**src/rtl/eth_tx_ring_head.sv**
```systemverilog
`default_nettype none
// ============================================================================
// Module   : eth_tx_ring_head
// Brief    : TX ring head unit. Issues one start token at a time, collects
//            claimed tokens and slot_start appends, and queues their headers
//            for the MAC. Optional macro ETH_TX_RING_STATS_EN enables counters.
// Revision : 1.0 - initial release
// ============================================================================

package eth_tx_ring_pkg;

    typedef enum logic [1:0] {
        tx_none        = 2'd0,
        tx_start_empty = 2'd1,
        tx_start       = 2'd2,
        slot_start     = 2'd3
    } eth_tx_ring_stype_t;

    typedef struct packed {
        logic [7:0]  pid;
        logic [15:0] seqnum;
        logic [7:0]  ptype;
    } eth_tx_hdr_t;

    typedef struct packed {
        eth_tx_hdr_t header;
        logic [31:0] data;
    } eth_tx_msg_t;

    typedef struct packed {
        eth_tx_ring_stype_t stype;
        eth_tx_msg_t        msg;
    } eth_tx_ring_data_type;

    localparam int         HDR_W            = $bits(eth_tx_hdr_t);
    localparam logic [7:0] TMPID            = 8'h2A;
    localparam logic [7:0] ACK_PACKET_TYPE  = 8'h01;
    localparam logic [7:0] NACK_PACKET_TYPE = 8'h02;

endpackage

module eth_tx_ring_head
    import eth_tx_ring_pkg::*;
#(
    parameter int FIFO_DEPTH   = 4,
    parameter int TOKEN_GAP    = 8,
    parameter int RING_TIMEOUT = 255
) (
    input  logic                 clk,
    input  logic                 rstn,
    input  eth_tx_ring_data_type tx_ring_in,
    output eth_tx_ring_data_type tx_ring_out,
    output logic                 hdr_valid,
    input  logic                 hdr_ready,
    output logic [HDR_W-1:0]     hdr_out,
    output logic                 ring_busy,
    output logic                 timeout_pulse,
    output logic [15:0]          stat_tokens,
    output logic [15:0]          stat_hdrs,
    output logic [15:0]          stat_timeouts,
    output logic [15:0]          stat_drops
);

    localparam int c_ptr_w = (FIFO_DEPTH > 1) ? $clog2(FIFO_DEPTH) : 1;
    localparam int c_cnt_w = c_ptr_w + 1;
    localparam int c_gap_w = $clog2(TOKEN_GAP + 1);

    localparam logic [c_gap_w-1:0] c_gap_last = c_gap_w'(TOKEN_GAP - 1);
    localparam logic [7:0]         c_to_last  = 8'(RING_TIMEOUT);
    localparam logic [c_cnt_w-1:0] c_room2    = c_cnt_w'(FIFO_DEPTH - 2);

    localparam logic [1:0] RH_GAP   = 2'd0;
    localparam logic [1:0] RH_ISSUE = 2'd1;
    localparam logic [1:0] RH_WAIT  = 2'd2;

    logic [1:0]           state_q, state_d;
    logic [c_gap_w-1:0]   gap_q, gap_d;
    logic [7:0]           to_q, to_d;
    logic                 busy_q, busy_d;
    logic                 pulse_q, pulse_d;
    eth_tx_ring_data_type ring_out_q, ring_out_d;
    eth_tx_hdr_t          mem_q [FIFO_DEPTH];
    eth_tx_hdr_t          mem_d [FIFO_DEPTH];
    logic [c_ptr_w-1:0]   wr_q, wr_d, rd_q, rd_d;
    logic [c_cnt_w-1:0]   cnt_q, cnt_d;
    logic [HDR_W-1:0]     hdr_q, hdr_d;

    logic       w_gap_last, w_room2, w_tok_back, w_slot, w_expire;
    logic [7:0] w_to_inc;
    logic       w_ring_push, w_push, w_pop, w_drop, w_issue, w_timeout;
    logic       w_unused;

    assign w_gap_last = (gap_q == c_gap_last);
    assign w_room2    = (cnt_q <= c_room2);
    assign w_tok_back = (tx_ring_in.stype == tx_start_empty) || (tx_ring_in.stype == tx_start);
    assign w_slot     = (tx_ring_in.stype == slot_start);
    assign w_to_inc   = to_q + 8'd1;
    assign w_expire   = !w_tok_back && (w_to_inc == c_to_last);

    // State register and datapath flops
    always_ff @(posedge clk or negedge rstn) begin
        if (!rstn) begin
            state_q    <= RH_GAP;
            gap_q      <= '0;
            to_q       <= '0;
            busy_q     <= 1'b0;
            pulse_q    <= 1'b0;
            ring_out_q <= '0;
            wr_q       <= '0;
            rd_q       <= '0;
            cnt_q      <= '0;
            hdr_q      <= '0;
            for (int i = 0; i < FIFO_DEPTH; i++) begin
                mem_q[i] <= '0;
            end
        end else begin
            state_q    <= state_d;
            gap_q      <= gap_d;
            to_q       <= to_d;
            busy_q     <= busy_d;
            pulse_q    <= pulse_d;
            ring_out_q <= ring_out_d;
            wr_q       <= wr_d;
            rd_q       <= rd_d;
            cnt_q      <= cnt_d;
            hdr_q      <= hdr_d;
            mem_q      <= mem_d;
        end
    end

    always_comb begin
        state_d = state_q;
        unique case (state_q)
            RH_GAP:   if (w_gap_last && w_room2) state_d = RH_ISSUE;
            RH_ISSUE: state_d = RH_WAIT;
            RH_WAIT:  if (w_tok_back || w_expire) state_d = RH_GAP;
            default:  state_d = RH_GAP;
        endcase
    end

    always_comb begin
        gap_d       = gap_q;
        to_d        = to_q;
        busy_d      = busy_q;
        pulse_d     = 1'b0;
        ring_out_d  = '0;
        w_ring_push = w_slot;
        w_issue     = 1'b0;
        w_timeout   = 1'b0;
        unique case (state_q)
            RH_GAP: begin
                if (!w_gap_last) gap_d = gap_q + 1'b1;
            end
            RH_ISSUE: begin
                ring_out_d.stype = tx_start_empty;
                busy_d           = 1'b1;
                to_d             = '0;
                w_issue          = 1'b1;
            end
            RH_WAIT: begin
                to_d = w_to_inc;
                // Only a token seen here is live; elsewhere it is stale and dropped silently.
                if (tx_ring_in.stype == tx_start) w_ring_push = 1'b1;
                if (w_tok_back || w_expire) begin
                    busy_d    = 1'b0;
                    gap_d     = '0;
                    pulse_d   = w_expire;
                    w_timeout = w_expire;
                end
            end
            default: ;
        endcase
    end

    // Header FIFO; a pop frees the slot for a same-cycle push even when full.
    always_comb begin
        mem_d  = mem_q;
        wr_d   = wr_q;
        rd_d   = rd_q;
        w_pop  = (cnt_q != '0) && hdr_ready;
        w_push = w_ring_push && ((cnt_q != c_cnt_w'(FIFO_DEPTH)) || w_pop);
        w_drop = w_slot && !w_push;
        if (w_push) begin
            mem_d[wr_q] = tx_ring_in.msg.header;
            wr_d        = wr_q + 1'b1;
        end
        if (w_pop) rd_d = rd_q + 1'b1;
        unique case ({w_push, w_pop})
            2'b10:   cnt_d = cnt_q + 1'b1;
            2'b01:   cnt_d = cnt_q - 1'b1;
            default: cnt_d = cnt_q;
        endcase
        hdr_d = (cnt_d != '0) ? mem_d[rd_d] : '0;
    end

    assign tx_ring_out   = ring_out_q;
    assign hdr_valid     = (cnt_q != '0);
    assign hdr_out       = hdr_q;
    assign ring_busy     = busy_q;
    assign timeout_pulse = pulse_q;

`ifdef ETH_TX_RING_STATS_EN
    logic [15:0] st_tok_q, st_tok_d, st_hdr_q, st_hdr_d;
    logic [15:0] st_to_q, st_to_d, st_drop_q, st_drop_d;

    function automatic logic [15:0] sat_inc(input logic [15:0] v, input logic en);
        return (en && (v != 16'hFFFF)) ? v + 16'd1 : v;
    endfunction

    always_comb begin
        st_tok_d  = sat_inc(st_tok_q, w_issue);
        st_hdr_d  = sat_inc(st_hdr_q, w_push);
        st_to_d   = sat_inc(st_to_q, w_timeout);
        st_drop_d = sat_inc(st_drop_q, w_drop);
    end

    always_ff @(posedge clk or negedge rstn) begin
        if (!rstn) begin
            st_tok_q  <= '0;
            st_hdr_q  <= '0;
            st_to_q   <= '0;
            st_drop_q <= '0;
        end else begin
            st_tok_q  <= st_tok_d;
            st_hdr_q  <= st_hdr_d;
            st_to_q   <= st_to_d;
            st_drop_q <= st_drop_d;
        end
    end

    assign stat_tokens   = st_tok_q;
    assign stat_hdrs     = st_hdr_q;
    assign stat_timeouts = st_to_q;
    assign stat_drops    = st_drop_q;
`else
    assign stat_tokens   = '0;
    assign stat_hdrs     = '0;
    assign stat_timeouts = '0;
    assign stat_drops    = '0;
`endif

    assign w_unused = ^{tx_ring_in.msg.data, w_drop, w_issue, w_timeout};

endmodule

`default_nettype wire
```
**config.mk**
```make
export PLATFORM = sky130hd
export DESIGN_NAME = eth_tx_ring_head
export DESIGN_NICKNAME = d
export VERILOG_FILES = /design/src/rtl/eth_tx_ring_head.sv
export SDC_FILE = /design/constraint.sdc
export NUM_CORES = 1
export LEC_CHECK = 0
export ABC_AREA = 1
export ABC_CLOCK_PERIOD_IN_PS = 3850
export CORE_ASPECT_RATIO = 1.4
export CORE_UTILIZATION = 50
export DETAILED_ROUTE_END_ITERATION = 6
export PLACE_DENSITY_LB_ADDON = 0.08
export SYNTH_ARGS = -nofsm -noshare
export SYNTH_HDL_FRONTEND = slang
export SYNTH_SLANG_ARGS = --single-unit
```
**constraint.sdc**
```tcl
create_clock -name clk -period 3.85 [get_ports clk]
set_input_delay 0.5775 -clock clk [delete_from_list [all_inputs] [get_ports clk]]
set_output_delay 0.5775 -clock clk [all_outputs]
set_load 0.005 [all_outputs]
```
* Word level (Yosys, flattened, before mapping)
Cells that the tools add are included.
** Storage, ports and cells
- Bits in registers :: 185
- Word-level logic and storage cells :: 88
** Operators by class
- Multiplexer cells :: 24
- Bitwise gates (word level) :: 2
- Add/subtract/negate cells :: 6
- $lt $le $gt $ge :: 4
- Reductions and logical operators :: 17
- Equal/unequal tests :: 13
** Operators by type and width (count)
- $bwmux 128 :: 1
- $mux 128 :: 1
- $mux 32 :: 4
- $bmux 32 s2 :: 1
- $demux 32 s2 :: 1
- $pmux 8 s2 :: 1
- $add 8x1->8 const B :: 1
- $eq 2x2->1 const B :: 4
- $eq 8x8->1 const B :: 1
- $mux 4 :: 2
- $pmux 4 s2 :: 1
- $eq 2x1->1 const B :: 3
- $ge 3x3->1 const B :: 2
- $mux 1 :: 6
- $mux 2 :: 3
- $ne 2x2->1 const B :: 3
- $not 2->3 :: 2
- $pmux 2 s3 :: 1
- $pmux 3 s2 :: 1
- $reduce_bool 3->1 :: 2
- $logic_and 1x1->1 :: 5
- $add 2x1->2 const B :: 2
- $add 4x1->4 const B :: 1
- $eq 4x3->1 const B :: 1
- 12 further kinds :: 16

* Longest topological paths before layout
Gate-level depths: netlist of run 1.
- Depth in word-level cells :: 11
- Depth in mapped cells :: 20
- Mapped depth without buffers :: 16

* Worst setup path after synthesis of run 1
No wires, ideal clock.
- Kind :: input-to-reg
- Start :: input tx_ring_in[64] in the netlist's numbering
- End :: register hdr_q[0], in the netlist hdr_out[0]
- Buffers on the path :: 3
- Data arrival time :: 2.657 ns
- Setup slack :: 1.122 ns
- Data required time :: 3.779 ns
- Stages :: 19
- Cells stage by stage :: inv_1 > ha_1 > nand2_2 > nand2_2 > nand2_2 > buf_6 > buf_2 > ha_1 > inv_1 > fa_1 > inv_1 > nand2_1 > nand3_1 > xor2_1 > inv_1 > nand2_1 > buf_2 > nand2_1 > nor2_1
** Between the ends
- Elaborated cells between the ends (all ways) :: 14
- Classes of those cells :: eq/ne: 4; mux: 8; reduce/logical: 2
** RTL lines
- start: declaration :: line 51 : input eth_tx_ring_data_type tx_ring_in,
- $eq 2x2->1 (on tied branches) :: line 96, 163
- $mux 1 :: line 163 : if (tx_ring_in.stype == tx_start) w_ring_push = 1'b1;
- $mux 1 * :: line 150 : unique case (state_q)
- $logic_and 1x1->1 * :: line 181 : w_push = w_ring_push && ((cnt_q != c_cnt_w'(FIFO_DEPTH)) || w_pop);
- $eq 2x1->1 or $eq 2x2->1 (tied branches) :: line 188 : unique case ({w_push, w_pop})
- $pmux 3 s2 * :: line 188
- via cnt_d[2] :: line 85 : logic [c_cnt_w-1:0] cnt_q, cnt_d;
- $reduce_bool 3->1 * :: line 193 : hdr_d = (cnt_d != '0) ? mem_d[rd_d] : '0;
- $mux 32 * :: line 193
- via hdr_d[0] :: line 86 : logic [HDR_W-1:0] hdr_q, hdr_d;
- end signal: assignment :: line 126 : hdr_q <= hdr_d;
- end: declaration :: line 86
The timed path passes the listed nets; every way through them passes the cells marked *. The select of a mux whose other input is x is not followed.
A chain may end at the register's enable or synchronous reset.

* Final worst setup path of run 1
- Start :: input tx_ring_in[64] in the netlist's numbering
- End :: register hdr_q[22], in the netlist hdr_out[22]
Same word-level chain as after synthesis.

==> results.yml, run 1 <==
floorplan:
  die_x_microns: 130
  io_pins: 234
  start_util: 0.509
  core-area_sq_um: 22400
  dieArea_sq_um: 23500
  rows: 65
  die_h_microns: 181
power:
  ir_drop_mv: 0.425
  cellLeakagePower_uw: 0.00660
  switchingPower_uw: 4370
  p_seq_frac: 0.324
  internal_power_uw: 5520
  switching_share: 0.442
  p_clk_frac: 0.172
  power_density_nw_per_um2: 801
  comb_power_share: 0.504
timing:
  clock-skew-final_ns: 0.0110
  fin_crit_sh: 0.770
  final.min_clock_period_ns: 2.97
  finalSetupViolCount: 0
  worst_pin_slew_ns: 0.837
  tns_ns: 0
  holdWs_ns: 0.247
  fmax_ghz: 0.337
  rsz0062_at_grt: "no"
  relSlewSlack: 0.442
  timing.final.hold_violations: 0
  slew_viol_final: 0
  fin_ws_ns: 0.884
placed_design:
  placed_area_sq_um: 11800
  portBuffers: 72
  dp_hpwl_mm: 15.3
  post-place-ws_ns: 0.413
  gp_congestion: 0.798
run_status:
  status: "finished, final reports clean"
route:
  postRouteAntennaNets: 0
  via_count: 9355
  drtIter0Drc: 515
  drc: 0
  drt_first_pass_iters: 5
  post_drt_wl_per_cell_microns: 12.9
  avgViaCountPerCell: 4.65
  finalWirelength_mm: 26.0
clock_tree:
  insertion_delay_ns: 0.44
  cts_setup_buffers: 0
  htree_levels: 4
  cts_resized: 0
  numCtsBuffers: 17
  cts_root_buffer: "clkbuf_16"
  clk_pin_slew_ns: 0.07
  cts_sinks: 184
  cts.path.max_buffers: 2
  cts_tree: "built"
  cts_hold_buf: 0
critical_path:
  critPathSlowestCell: "clkdlybuf4s50_1"
  rrSetupSlack_ns: 0.96
  arrival_ns: 3.34
  path_max_fanout: 24
  start_kind: "primary input"
  critPathKind: "in2reg"
  crit_family: "buffers and inverters"
  max_stage_delay_ns: 0.48
  crit_path_frequent_cell: "inv_1"
  required_ns: 4.22
  crit_buf_inv: 6
  path_cells: "clkdlybuf4s50_1, inv_1, ha_1, nand2_2, nand2_2, nand2_4, ha_1, inv_1, fa_1, inv_1, nand2_1, nand3_1, xor2_1, inv_1, nand2_1, buf_4, nand2_1, nor2_1"
  end_kind: "flop"
yosys:
  synth_top_area_frac: 0.403
  synth_seq_cells: 184
  syn-cell-area_sq_um: 11400
  synth.most_common_cell: "nand2_1"
  synth_warnings: 0
  syn_inst: 1674
  netlist_top_cells_count: "533 x nand2_1, 217 x inv_1, 184 x dfrtp_1, 160 x o21ai_0, 136 x buf_4"
  synthArstFlopShare: 1.00
  synthTopCellsByArea: "dfrtp_1 40%, nand2_1 18%, buf_4 8.9%"
  syn_avg_cell_area_sq_um: 6.82
  yosysTopAreaCell: "dfrtp_1"
  ys.flop_type: "dfrtp_1"
  yosysSeqAreaShare: 0.403
  synth_edf_count: 0
  yosys.cell_types.count: 26
global_route:
  grt_pass1_wl_mm: 43.7
  grt_max_degree: 100
  grt_usage: 0.238
  antenna_found_initial: 0
  grt_pass1_vias: 8906
  grt-ovfl-total: 0
layout:
  fin_nets: 1779
  syn2layout_area_growth_pct: 8.04
  drive_gt1_frac: 0.0772
  final_cell_area_sq_um: 12300
  antenna_cells: 0
  fin_util: 0.550
worst_hold_path:
  hold_path.class: "in2async"
job:
  drv_cap: 0
==> metal layers <==
layer,part of all wire,vias up,GRT usage
li1,-,4828,-
met1,0.43,4283,0.288
met2,0.52,217,0.429
met3,0.035,27,0.0346
met4,0.015,0,0.0767
met5,0,-,0
==> placed cells by master (no fill, tap or decap), types with 2 or more instances in the layout <==
cell,netlist,layout
nand2_1,533,533
inv_1,217,217
dfrtp_1,184,184
o21ai_0,160,160
conb_1,1,129
nand3_1,110,110
nor2_1,107,107
clkdlybuf4s50_1,0,71
inv_2,67,67
o21ai_1,40,40
clkbuf_16,0,17
buf_4,136,16
ha_1,13,9
nand2_2,8,7
o22ai_1,5,5
xor2_1,4,4
ha_2,0,4
clkinv_4,0,4
inv_6,0,3
clkinvlp_4,0,3
buf_12,0,3
xnor2_1,2,2
clkbuf_1,18,2
clkbuf_8,0,2
==> per-stage QoR <==
stage                     cells  power [uW]
after CTS                  2010       10000
after global placement     1978        8130
after detailed placement   1978        8260
after floorplan            1802        6910
final                      2010        9890
after global routing       2010       10900
==> final timing paths <==
kind                                start           to  depth (start not counted)
min in group clk                mem_q[82]    mem_q[82]                          2
setup reg to reg               state_q[0]  hdr_out[22]                         17
max in group asynchronous            rstn     mem_q[2]                          2
setup / recovery           tx_ring_in[64]  hdr_out[22]                         18
hold / removal                       rstn    mem_q[42]                          1
hold reg to reg                 mem_q[82]    mem_q[82]                          2
==> area by class of cell <==
| class | count | area (sq um) |
|---|---|---|
| multi-input combinational | 1118 | 4830 |
| clock inverter | 12 | 119 |
| inverter | 284 | 1070 |
| clock buffer | 20 | 447 |
| fill | 2259 | 10100 |
| timing repair buffer | 91 | 905 |
| tap | 301 | 377 |
| sequential | 184 | 4600 |
==> registers in the layout, summed over array words and instances, names as in the netlist, 2 cells and up <==
register  flops
hdr_out      32
mem_q       128
to_q          8
gap_q         4
rd_q          2
wr_q          2
cnt_q         3
state_q       2
==> power by group through the flow <==
stage / sequential (uW) / clock, uW / combinational [uW]
3_3_place_gp: 3200 / 0 / 4930
4_1_cts: 3200 / 1750 / 5060
3_5_place_dp: 3230 / 0 / 5030
2_1_floorplan: 3160 / 0 / 3750
5_1_grt: 3310 / 1820 / 5800
6_report: 3200 / 1700 / 4990
==> kinds of logic (layout without fill, tap and decap cells) <==
group,after synthesis,count (layout),share of synthesized area
DFF,184,184,0.403
adders and majority gates,14,14,0.0160
buffers and inverters,500,407,0.219
and+or+nand+nor,760,760,0.264
other,1,129,0.000328
xor gates and xnor gates,6,6,0.00460
AOI/OAI and AO/OA,209,209,0.0932
Power figures use the tool's default switching activity.
==> run 2: changes to the inputs <==
- ABC_CLOCK_PERIOD_IN_PS: 3850 -> 2500
- CORE_UTILIZATION: 50 -> 47
- clock period: 3.85 -> 2.5 ns (I/O delays scaled with it)
==> run 2 against run 1 <==
Effect of this change:
- die area increased by 6.3%
- flip-flop and latch count stayed put
- design area rose by 5.3%
- hold slack better by 0.21 ns
- first-iteration DRC count down 8.5%
- register-to-register slack got worse by 0.87 ns
- largest cell class unchanged
- largest power group unchanged
- highest routed layer unchanged
==> results.yml, run 2 (synthesis gave the netlist of run 1 again) <==
placed_design:
  post-place-ws_ns: -0.380
  placed_area_sq_um: 12300
  gp_congestion: 0.803
  dp_hpwl_mm: 16.8
  portBuffers: 72
critical_path:
  start_kind: "flop"
  arrival_ns: 2.74
  required_ns: 2.83
  end_kind: "flop"
  critPathKind: "reg2reg"
  path_max_fanout: 6
  rrSetupSlack_ns: 0.09
route:
  postRouteAntennaNets: 0
  maxUsedRoutingLayer: "met4"
  post_drt_wl_per_cell_microns: 13.1
  drc: 0
  finalWirelength_mm: 27.1
  via_count: 9661
  avgViaCountPerCell: 4.66
  drtIter0Drc: 471
  wl_met2_mm: 14.0
  wl_met1_mm: 11.7
  drt_first_pass_iters: 5
  wl_met3_microns: 952
timing:
  finalSetupViolCount: 0
  rsz0062_at_grt: "yes"
  fin_crit_sh: 0.965
  timing.final.hold_violations: 0
  clock-skew-final_ns: 0.00957
  holdWs_ns: 0.457
  tns_ns: 0
  slew_viol_final: 0
  worst_pin_slew_ns: 0.782
  relSlewSlack: 0.479
  final.min_clock_period_ns: 2.41
  fin_ws_ns: 0.0865
  fmax_ghz: 0.414
layout:
  largest_reg_flops: 128
  syn2layout_area_growth_pct: 13.7
  layout_common_cells: "531 x nand2_1, 216 x inv_1, 184 x dfrtp_1"
  layout_commonest_cell: "nand2_1"
  fin_nets: 1835
  final_cell_area_sq_um: 13000
  drive_gt1_frac: 0.112
  nFillCells: 2385
  antenna_cells: 0
  regMostFlops: "mem_q"
clock_tree:
  cts.path.max_buffers: 2
  clk_pin_slew_ns: 0.07
  insertion_delay_ns: 0.44
  cts_root_buffer: "clkbuf_16"
  htree_levels: 4
  cts_sinks: 184
  numCtsBuffers: 17
  cts_tree: "built"
power:
  power_uw: 16300
  cellLeakagePower_uw: 0.00698
  power_density_nw_per_um2: 1260
  ir_drop_mv: 0.568
worst_hold_path:
  hold_path.class: "in2async"
floorplan:
  die_x_microns: 134
  io_pins: 234
  rows: 67
  die_h_microns: 186
  start_util: 0.478
  core-area_sq_um: 23900
  dieArea_sq_um: 24900
job:
  drv_cap: 0
global_route:
  grt_max_degree: 66
  grt_usage: 0.226
  grt_pass1_wl_mm: 44.9
  antenna_found_initial: 0
  grt-ovfl-total: 0
  grt_pass1_vias: 9184
run_status:
  status: "finished, final reports clean"
-- run 2: repair_timing --
item                                    4_1_cts  5_1_grt
gates resized for setup                       0       12
buffers inserted                              0        2
hold endpoints to repair                     53        0
endpoints found under the setup margin        0       32
hold buffers                                  1        0
-- run 2: final timing paths --
check,startpoint,end,cells after the start
max,state_q[0],hdr_out[9],16
min,rstn,mem_q[11],2
max reg2reg,state_q[0],hdr_out[9],16
min reg2reg,mem_q[50],mem_q[50],2
max in group asynchronous,rstn,mem_q[87],3
min in group clk,tx_ring_in[64],ring_busy,5
-- run 2: report_power, final --
part           internal [uW]  total, uW  switching (uW)
clock network           1400       2670            1280
logic                   3540       8690            5150
registers               4320       4970             646
-- run 2: cell type report --
cell class,count,area (sq um),area share
Sequential cell,184,4600,0.354
Inverter,284,1070,0.0820
Timing Repair Buffer,147,1490,0.115
Tap cell,310,388,0.0299
Clock buffer,17,425,0.0327
Multi-Input combinational cell,1118,4880,0.375
Clock inverter,15,143,0.0110
-- run 2: routing by layer --
layer,GRT usage,vias to the layer above
li1,-,4928
met5,0,-
met1,0.271,4494
met3,0.0293,28
met2,0.413,211
met4,0.0712,0
-- run 2: critical path, stage by stage (launching register included) --
cell	delay [ns]
dfrtp_1	0.40
inv_2	0.07
ha_4	0.17
nand2_4	0.06
nand2_4	0.06
nand2_4	0.07
ha_4	0.12
inv_1	0.05
fa_2	0.51
nand2_1	0.06
o21ai_1	0.08
inv_1	0.07
nor2_2	0.13
nand2_4	0.15
clkbuf_16	0.20
nand2_1	0.07
nor2_1	0.04
-- run 2: stage by stage --
| stage | util | cells |
|---|---|---|
| 2_1_floorplan | - | 1802 |
| 3_3_place_gp | 0.515 | 2037 |
| 3_5_place_dp | 0.515 | 2037 |
| 4_1_cts | 0.539 | 2070 |
| 5_1_grt | 0.544 | 2075 |
| 6_report | 0.544 | 2075 |
==> run 3: changes to the inputs <==
- CORE_MARGIN: unset -> 3
==> run 3 against run 2 <==
Effect of this change:
- highest routed layer unchanged
- largest power group unchanged
- combinational power is essentially flat
- clock-buffer cell count grew 2
- die area grew 5.2%
==> results.yml, run 3 (synthesis gave the netlist of run 1 again) <==
run_status:
  status: "finished, final reports clean"
global_route:
  grt_max_degree: 73
  antenna_found_initial: 0
  grt_pass1_wl_mm: 45.2
  use_met3: 0.0348
  grt-ovfl-total: 0
  grt.met2_usage: 0.383
  grt-busiest-layer: "met2"
  met1_usage: 0.271
  grt_pass1_vias: 9189
  grt_usage: 0.216
power:
  switchingPower_uw: 7030
  power_density_nw_per_um2: 1270
  p_clk_frac: 0.172
  p_seq_frac: 0.300
  ir_drop_mv: 0.879
  power_uw: 16500
  comb_power_share: 0.528
  switching_share: 0.426
  internal_power_uw: 9460
  cellLeakagePower_uw: 0.00696
timing:
  timing.final.hold_violations: 0
  clock-skew-final_ns: 0.0112
  fin_crit_sh: 0.937
  tns_ns: 0
  finalSetupViolCount: 0
  relSlewSlack: 0.462
  fmax_ghz: 0.427
  slew_viol_final: 0
  final.min_clock_period_ns: 2.34
  worst_pin_slew_ns: 0.807
  holdWs_ns: 0.476
critical_path:
  rrSetupSlack_ns: 0.16
  start_kind: "flop"
  crit_family: "adder cells"
  max_stage_delay_ns: 0.39
  critPathSlowestCell: "dfrtp_1"
  path_max_fanout: 5
  required_ns: 2.86
  crit_path_frequent_cell: "nand2_4"
  reg2reg_depth: 17
  worst_r2r_startpoint: "state_q[0]"
  r2r_end: "hdr_out[23]"
  critPathKind: "reg2reg"
  crit_buf_inv: 5
  end_kind: "flop"
  arrival_ns: 2.70
  path_cells: "inv_2, ha_4, nand2_2, nand2_4, nand2_4, ha_4, inv_2, fa_2, inv_1, nand2_1, nand3_2, xor2_1, inv_1, nand2_4, clkbuf_16, nand2_1, nor2_1"
route:
  drtIter0Drc: 521
  drt_first_pass_iters: 5
  via_count: 9601
  post_drt_wl_per_cell_microns: 13.5
  avgViaCountPerCell: 4.66
  drc: 0
  postRouteAntennaNets: 0
  finalWirelength_mm: 27.9
placed_design:
  portBuffers: 72
  gp_congestion: 0.783
  dp_hpwl_mm: 17.5
floorplan:
  start_util: 0.485
  rows: 66
  io_pins: 234
  core-area_sq_um: 23500
  die_h_microns: 190
  die_x_microns: 138
  dieArea_sq_um: 26200
clock_tree:
  numCtsBuffers: 17
  cts.path.max_buffers: 2
  cts_tree: "built"
  htree_levels: 4
  cts_root_buffer: "clkbuf_16"
  clk_pin_slew_ns: 0.07
  cts_sinks: 184
  insertion_delay_ns: 0.44
worst_hold_path:
  hold_path.class: "in2reg"
  whs_path_depth: 5
  worst_hold_path.endpoint: "ring_busy"
  min_from: "tx_ring_in[64]"
layout:
  largest_reg_flops: 128
  layout_common_cells: "532 x nand2_1, 214 x inv_1, 184 x dfrtp_1"
  syn2layout_area_growth_pct: 13.8
  fin_nets: 1827
  regMostFlops: "mem_q"
  drive_gt1_frac: 0.108
  layout_commonest_cell: "nand2_1"
  antenna_cells: 0
  fin_util: 0.552
job:
  drv_cap: 0
[run 3: changes by cell type in the layout (fill, tap and decap cells not counted), sizes merged]
cell / before / now
buf: 72 / 63
clkbuf: 20 / 23
clkinv: 5 / 2
inv: 291 / 288
bufinv: 1 / 3
clkinvlp: 2 / 3
[run 3: how the worst max path moves through the flow]
stage                         startpoint  cells after the start     endpoint
final                         state_q[0]                     17  hdr_out[23]
after global routing          state_q[0]                     17  hdr_out[25]
after CTS                     state_q[0]                     16  hdr_out[23]
after detailed placement  tx_ring_in[64]                     16  hdr_out[18]
after global placement    tx_ring_in[64]                     16  hdr_out[18]
after floorplan               state_q[0]                     19  hdr_out[11]
[run 3: power by group through the flow]
stage,clock (uW),combinational [uW],sequential [uW]
global placement,0,8260,4970
detailed placement,0,8440,5010
CTS,2890,8480,4960
global route,3000,10100,5120
finish,2830,8710,4960
floorplan,0,5850,4870
[run 3: timing repair]
item / in CTS / in global routing
hold buffers: 1 / 0
setup endpoints to repair: 0 / 32
buffers inserted: 0 / 3
endpoints found under the hold margin: 53 / 0
gates resized for setup: 0 / 12
[run 3: routing by layer]
layer / wire length [microns] / vias to the layer above
met5: 0 / -
met4: 312 / 0
met3: 1100 / 21
met2: 14400 / 200
met1: 12100 / 4459
li1: - / 4921
[run 3: final cells by class]
class	instances	area (sq um)
Clock buffer	19	443
Timing Repair Buffer	139	1460
Clock inverter	12	165
Sequential cell	184	4600
Tap cell	306	383
Inverter	284	1070
Fill cell	2357	10500
Multi-Input combinational cell	1118	4870
[run 3: worst reg2reg max path, cell delays in order, from the launching register on]
cell	delay (ns)
dfrtp_1	0.39
inv_2	0.07
ha_4	0.16
nand2_2	0.07
nand2_4	0.06
nand2_4	0.06
ha_4	0.13
inv_2	0.04
fa_2	0.35
inv_1	0.06
nand2_1	0.05
nand3_2	0.06
xor2_1	0.17
inv_1	0.10
nand2_4	0.16
clkbuf_16	0.19
nand2_1	0.05
nor2_1	0.10
[run 3: metrics by stage]
step	setup WS, ns	std cells	area (sq um)
final	0.157	2062	13000
after global routing	-0.00442	2062	13000
after CTS	0.115	2056	12900
after detailed placement	-0.358	2024	12200
after global placement	-0.350	2024	12200
after floorplan	0.00396	1802	12000
